--- src/rtl/gpu_vram_arbiter.sv ---
// gpu_vram_arbiter
//   Shares the single-port character RAM (COLS x ROWS cells, DW-bit codes)
//   between the text scanout engine and the GPU command path.
//   Scanout reads have absolute priority and a fixed 1-cycle latency.
//   Command reads/writes use a valid/ready handshake in free cycles.
//   An optional clear engine fills every cell with one value.
//
// Build option:
//   GPU_VRAM_CLEAR_EN  defined   -> clear engine and CLEAR state present
//                      undefined -> clear op accepted as a no-op, busy tied 0
//
// Ports:
//   clk, reset                  clock, asynchronous active-low reset
//   scan_req/scan_addr          scanout read request
//   scan_valid/scan_data        scanout read result, 1 cycle after request
//   cmd_valid/cmd_ready         command handshake
//   cmd_op/cmd_addr/cmd_wdata   00 write, 01 read, 10 clear-all, 11 no-op
//   cmd_rvalid/cmd_rdata        command read result, 1 cycle after handshake
//   busy                        clear in progress
//   ram_en/ram_we/ram_addr/ram_wdata/ram_rdata   RAM port (1-cycle read)
module gpu_vram_arbiter #(
  parameter int COLS = 40,
  parameter int ROWS = 25,
  parameter int AW   = 10,
  parameter int DW   = 8
) (
  input  logic          clk,
  input  logic          reset,
  input  logic          scan_req,
  input  logic [AW-1:0] scan_addr,
  output logic          scan_valid,
  output logic [DW-1:0] scan_data,
  input  logic          cmd_valid,
  output logic          cmd_ready,
  input  logic [1:0]    cmd_op,
  input  logic [AW-1:0] cmd_addr,
  input  logic [DW-1:0] cmd_wdata,
  output logic          cmd_rvalid,
  output logic [DW-1:0] cmd_rdata,
  output logic          busy,
  output logic          ram_en,
  output logic          ram_we,
  output logic [AW-1:0] ram_addr,
  output logic [DW-1:0] ram_wdata,
  input  logic [DW-1:0] ram_rdata
);

  localparam logic [AW-1:0] LAST_ADDR = AW'(COLS * ROWS - 1);

  typedef enum logic [1:0] {
    OP_WR  = 2'b00,
    OP_RD  = 2'b01,
    OP_CLR = 2'b10,
    OP_NOP = 2'b11
  } op_t;

  op_t  op;
  logic scan_hit;      // scan address inside the screen
  logic cmd_hit;       // command address inside the screen
  logic cmd_fire;      // command handshake this cycle
  logic clearing;
  logic scan_hit_q;
  logic cmd_hit_q;

  assign op       = op_t'(cmd_op);
  assign scan_hit = (scan_addr <= LAST_ADDR);
  assign cmd_hit  = (cmd_addr <= LAST_ADDR);

`ifdef GPU_VRAM_CLEAR_EN
  typedef enum logic {IDLE, CLEAR} state_t;

  state_t        state;
  logic [AW-1:0] clr_ptr;
  logic [DW-1:0] fill;

  assign clearing = (state == CLEAR);

  // NOTE: sequential state uses non-blocking assignments so every flop
  // samples the pre-edge values regardless of statement order.
  always_ff @(posedge clk or negedge reset) begin
    if (!reset) begin
      state   <= IDLE;
      clr_ptr <= '0;
      fill    <= '0;
    end else begin
      case (state)
        IDLE: begin
          if (cmd_fire && op == OP_CLR) begin
            state   <= CLEAR;
            clr_ptr <= '0;
            fill    <= cmd_wdata;
          end
        end
        CLEAR: begin
          // A scanout read steals the port; the pointer simply holds.
          if (!scan_req) begin
            if (clr_ptr == LAST_ADDR) begin
              state   <= IDLE;
              clr_ptr <= '0;
            end else begin
              clr_ptr <= clr_ptr + 1'b1;
            end
          end
        end
        default: state <= IDLE;
      endcase
    end
  end
`else
  assign clearing = 1'b0;
`endif

  assign busy      = clearing;
  // Ready is gated by reset so nothing is accepted while reset is asserted.
  assign cmd_ready = reset && !scan_req && !clearing;
  assign cmd_fire  = cmd_valid && cmd_ready;

  // RAM port mux: scanout, then clear engine, then command.
  // NOTE: every output gets a default first so no path infers a latch.
  always_comb begin
    ram_en    = 1'b0;
    ram_we    = 1'b0;
    ram_addr  = scan_addr;
    ram_wdata = cmd_wdata;
    if (!reset) begin
      ram_en = 1'b0;
    end else if (scan_req) begin
      ram_en = scan_hit;
    end
`ifdef GPU_VRAM_CLEAR_EN
    else if (clearing) begin
      ram_en    = 1'b1;
      ram_we    = 1'b1;
      ram_addr  = clr_ptr;
      ram_wdata = fill;
    end
`endif
    else if (cmd_fire && cmd_hit) begin
      ram_addr = cmd_addr;
      case (op)
        OP_WR: begin
          ram_en = 1'b1;
          ram_we = 1'b1;
        end
        OP_RD: ram_en = 1'b1;
        default: ram_en = 1'b0;
      endcase
    end
  end

  // Read-return tracking: out-of-range reads still complete but return 0.
  always_ff @(posedge clk or negedge reset) begin
    if (!reset) begin
      scan_valid <= 1'b0;
      scan_hit_q <= 1'b0;
      cmd_rvalid <= 1'b0;
      cmd_hit_q  <= 1'b0;
    end else begin
      scan_valid <= scan_req;
      scan_hit_q <= scan_req && scan_hit;
      cmd_rvalid <= cmd_fire && (op == OP_RD);
      cmd_hit_q  <= cmd_fire && (op == OP_RD) && cmd_hit;
    end
  end

  // Only one read is in flight per cycle, so both paths share ram_rdata.
  assign scan_data = (scan_valid && scan_hit_q) ? ram_rdata : '0;
  assign cmd_rdata = (cmd_rvalid && cmd_hit_q) ? ram_rdata : '0;

endmodule

--- config.mk ---
export PLATFORM = sky130hd
export DESIGN_NAME = gpu_vram_arbiter
export DESIGN_NICKNAME = d
export VERILOG_FILES = /design/src/rtl/gpu_vram_arbiter.sv
export SDC_FILE = /design/constraint.sdc
export NUM_CORES = 1
export LEC_CHECK = 0
export ABC_AREA = 1
export CAP_MARGIN = 30
export CORE_MARGIN = 3
export CORE_UTILIZATION = 25
export CTS_CLUSTER_SIZE = 12
export DETAILED_ROUTE_END_ITERATION = 10
export PLACE_DENSITY = 0.81
export SYNTH_ARGS = -nofsm -noshare
export SYNTH_HDL_FRONTEND = slang
export SYNTH_SLANG_ARGS = --single-unit
export TNS_END_PERCENT = 100
--- constraint.sdc ---
create_clock -name clk -period 0.83 [get_ports clk]
set_input_delay 0.083 -clock clk [delete_from_list [all_inputs] [get_ports clk]]
set_output_delay 0.083 -clock clk [all_outputs]
set_load 0.005 [all_outputs]
; ---- Word-level counts from Yosys, hierarchy flattened
; Cells that the tools add are included.
[classes]
n_lt_le_gt_ge = 2
n_eq_ne = 1
n_reduce_logical = 11
shift = 0
multipliers = 0
n_addsub = 0
n_bitwise = 0
div_mod_pow = 0
mux = 13
[ops]
columns = operator, count
row1 = 2-to-1 mux 10 bit, 3
row2 = <= comparator 10 bit (second input constant), 2
row3 = 2-to-1 mux 8 bit, 2
row4 = logical AND 1 bit, 8
row5 = 2-to-1 mux 1 bit, 8
row6 = == test 2 x 1 -> 1 bit (second input constant), 1
row7 = logical NOT 2 bit, 1
row8 = OR reduction 2 bit, 1
row9 = logical NOT 1 bit, 1
[totals]
latchBits = 0
ramBits = 0
romBits = 0
n_memories = 0
word_cells = 31
ff_bits = 4

; ---- Longest topological paths before layout
[logic_depth]
word_depth = 7
mapped_depth = 6

; ---- Worst setup path after synthesis
; Ideal clock, no wire load.
[synth_path]
kind = input-to-reg
startpoint = in cmd_valid
endpoint = reg cmd_hit_q
required_ps = 716
t_arrival_ps = 615
cell_stages = 5
setup_time_ps = 114
path_slack_ps = 100
cell_sequence = and3_1 buf_6 buf_12 nand3b_1 inv_1
[synth_between]
elab_chain_cells = 3
[synth_rtl]
columns = element, line_no
row1 = start: declaration, 33  ; input logic cmd_valid,
row2 = logical AND 1 bit, 116  ; assign cmd_fire = cmd_valid && cmd_ready;
row3 = logical AND 1 bit (2 in a row), 162  ; cmd_hit_q <= cmd_fire && (op == OP_RD) && cmd_hit;
row4 = end signal: assignment, 162
row5 = end: declaration, 63  ; logic cmd_hit_q;
; No other way between the ends.

; ---- Worst setup path in the final report
[layout_path]
startpoint = reg scan_valid
endpoint = out scan_data[3]
[layout_between]
elab_chain_cells = 2
[layout_rtl]
columns = element, line_no
row1 = start: declaration, 31  ; output logic scan_valid,
row2 = start signal: assignment, 159  ; scan_valid <= scan_req;
row3 = logical AND 1 bit, 167  ; assign scan_data = (scan_valid && scan_hit_q) ? ram_rdata : '0;
row4 = 2-to-1 mux 8 bit, 167
row5 = end: declaration, 32  ; output logic [DW-1:0] scan_data,
; No other way between the ends.

==> metrics.md <==
| Metric | Value |
|---|---|
| Synthesized flop and latch total | `4` |
| Worst Setup Slack, final | `-0.3732 ns` |
| Routability Congestion | `0.7293` |
| Number of different library cells in the post-synthesis netlist | `17` |
| Leading cell type in the layout, fill and taps excluded | `sky130_fd_sc_hd__buf_2` |
| Net count of the finished layout | `250` |
| Detail-routed net length per standard cell | `between 15 and 20 um` |
| Ys Warns | `0` |
| Core Area | `about 2300 um^2` |
| Seq/Total Area, Yosys | `roughly 16%` |
| Total power | `~0.0011 W` |
| Slowest cell delay on critical path | `approximately 0.37 ns` |
| Clock transition at the registers of the reported paths | `roughly 0.040 ns` |
| Mux cell area share after synthesis | `0%` |
| Detail Route Antenna Nets | `0` |
| DRC marker count from the first detailed-route iteration | `28` |
| Routed Wire Length | `between 4 and 5 mm` |
| Die Footprint | `3077 um^2` |
| Initial Util | `a little over a quarter` |
| Number of buffers inserted during clock tree synthesis | `3` |
| Parity-gate share of the synthesized area counting xor and xnor cells | `0%` |
| Placed wire-length estimate after detailed placement | `approximately 2.0 mm` |
| Kind of start point of the critical path | `register` |
| Area used by sequential logic in the layout | `~100 um^2` |
| Max-slew violation count | `0` |
| Violations in the final reports | `negative setup slack` |
| Instance count of the mapped netlist | `about 100` |
| Cell-by-cell trace of the critical path | `buf_6, nand2_8, nor2_1, buf_2` |
| Static Leak | `~0.96 nW` |
| Adder-cell share of the synthesized area | `0%` |
| Final std cell area, no fill | `about 1700 um^2` |
| Critical path data required time | `0.75 ns` |
| Mapped Area | `611.8 um^2` |
| Total number of placement rows | `17` |
| Sink Count | `4` |
| Status | `complete, but fails checks` |
| Global-route wire length before repair | `approximately 5.9 mm` |
| Slowest library cell on the worst path | `sky130_fd_sc_hd__dfrtp_1` |
| Total cell area at the placement stage | `between 1000 and 1500 um^2` |
| Share of layout cells above drive strength 1 | `between 70% and 80%` |
| Final-report hold violation count | `0` |
| Combined global-route utilization of all metal layers | `a little under a quarter` |
| Maximum clock path buffer count | `2` |
| Remaining DRCs | `0` |
| Average size of a mapped cell | `between 5 and 6 um^2` |
| MaxCap Viol Count | `0` |
| Filler instances | `roughly 150` |
| Part of the cycle the worst path needs | `145.0%` |
| Syn Nets | `145` |
| Width of the die | `about 55 um` |
| Maximum number of pins on one net before global-route repair | `9` |
| Data arrival at the endpoint of the critical path | `roughly 1.1 ns` |
| Commonest cells after routing, fill and taps aside | `sky130_fd_sc_hd__buf_2, sky130_fd_sc_hd__buf_4, sky130_fd_sc_hd__buf_6` |
| Total power density per cell area | `approximately 660 nW/um^2` |
| TritonCTS clock tree | `done` |
| Clk Tree Root Cell | `sky130_fd_sc_hd__clkbuf_4` |
| Detail-routed via count per cell | `about 5` |
| Synthesized-area fraction occupied by ao, oa, aoi and oai cells | `less than 1%` |
| Top-level I/O count | `82` |
| Tightest Hold Check Type | `primary input to register` |
| Total congestion overflow | `0` |
| Area of the multi-input gates | `561.8 um^2` |
| Critical path buffers and inverters | `2` |
| Dominant combinational cell family by area after synthesis | `simple AND/OR/NAND/NOR gates` |
| Capturing element type of the critical path | `primary output` |
| Setup total negative slack | `-7.583 ns` |
| Time the final worst path needs with I/O delays and setup | `between 1 and 1.5 ns` |
| Maximum net fanout on the critical path | `8` |
| Finish-stage setup viols | `32` |
| Maximum clock frequency | `about 830 MHz` |
| Via Count | `between 1000 and 1500` |
| IR Drop Worst-Case VDD | `between 0.5 and 0.6 mV` |
| Number of buffer cells added on primary ports | `64` |
| Number of global-route vias before repair | `approximately 1200` |
| Area growth from synthesis to final layout | `180.2%` |
| 1st-pass router iterations | `4` |
| Synth Area in Simple Gates | `55.21%` |
| Initial antenna violation count | `0` |
| Cell family with the largest share of critical-path delay | `flip-flops` |
| Die Y | `55.47 um` |
| Setup repair after global routing missed its margin | `true` |
| Number of H-tree levels | `1` |
| Crit path kind | `register to primary output` |
| Number of diodes added for antenna fixing | `0` |
synth_stat cells (all sizes together):
cell | number | area [um^2]
nand3b | 1 | 7.510
and3 | 1 | 6.260
dfrtp | 4 | 100.1
conb | 1 | 3.750
nand2 | 32 | 130.1
nand3 | 12 | 100.1
inv | 14 | 52.55
clkbuf | 1 | 13.76
buf | 11 | 98.84
a21oi | 1 | 5.000
nor2 | 25 | 93.84
sequential cells by signal (all words and copies together), names as in the netlist:
register / count
cmd_hit_q: 1
scan_hit_q: 1
cmd_rvalid: 1
scan_valid: 1
kinds of logic (layout without fill, tap and decap cells):
logic type | count (synthesis) | count (layout)
AO/OA/AOI/OAI | 1 | 1
buffers and inverters | 26 | 127
flip-flops | 4 | 4
other | 1 | 1
AND/OR/NAND/NOR | 71 | 73
power breakdown:
group / internal [W] / switching (W) / leakage, nW
combinational: 0.000370 / 0.000287 / 0.897
clock: 0.000163 / 0.0000971 / 0.0138
sequential: 0.000203 / 0.00000812 / 0.0511
worst paths after layout:
check,slack (ns),end,cells after the start,startpoint
worst max-delay path,-0.37,scan_data[3],4,scan_valid
worst min-delay path,0.04,cmd_rvalid,2,cmd_op[1]
max in group asynchronous,0.23,scan_hit_q,3,reset
min in group asynchronous,0.40,cmd_hit_q,3,reset
timing repair:
action,CTS,global route
gates cloned,3,0
hold buffers,1,0
resized for setup,235,42
buffers inserted,21,7
pin swaps,24,20
hold endpoints to repair,4,0
endpoints found under the setup margin,34,31
through the flow:
stage / worst slack (ns) / instances / utilization [%] / hold WS [ns]
6_report: -0.3732 / 234 / 75.32 / 0.03769
5_1_grt: -0.4279 / 234 / 75.32 / 0.05187
4_1_cts: -0.2670 / 230 / 69.76 / 0.04172
3_5_place_dp: -0.9377 / 202 / 58.44 / 0.1660
3_3_place_gp: -0.9084 / 202 / 58.44 / 0.1660
2_1_floorplan: 0.1003 / 103 / - / -0.2126
area by class of cell:
type                       count  area share [%]
timing repair buffer         110           54.53
multi-input combinational     75           32.77
sequential                     4           5.839
inverter                      14           3.504
tap                           28           2.044
clock buffer                   3           1.314
layer usage:
| layer | track usage (%) | up-vias | share of wire, % |
|---|---|---|---|
| li1 | - | 508 | - |
| met1 | 23.21 | 558 | 34 |
| met2 | 45.44 | 64 | 53 |
| met3 | 4.907 | 27 | 5.3 |
| met4 | 14.93 | 0 | 7.5 |
| met5 | 0 | - | 0 |
(Power assumes the default switching activity.)
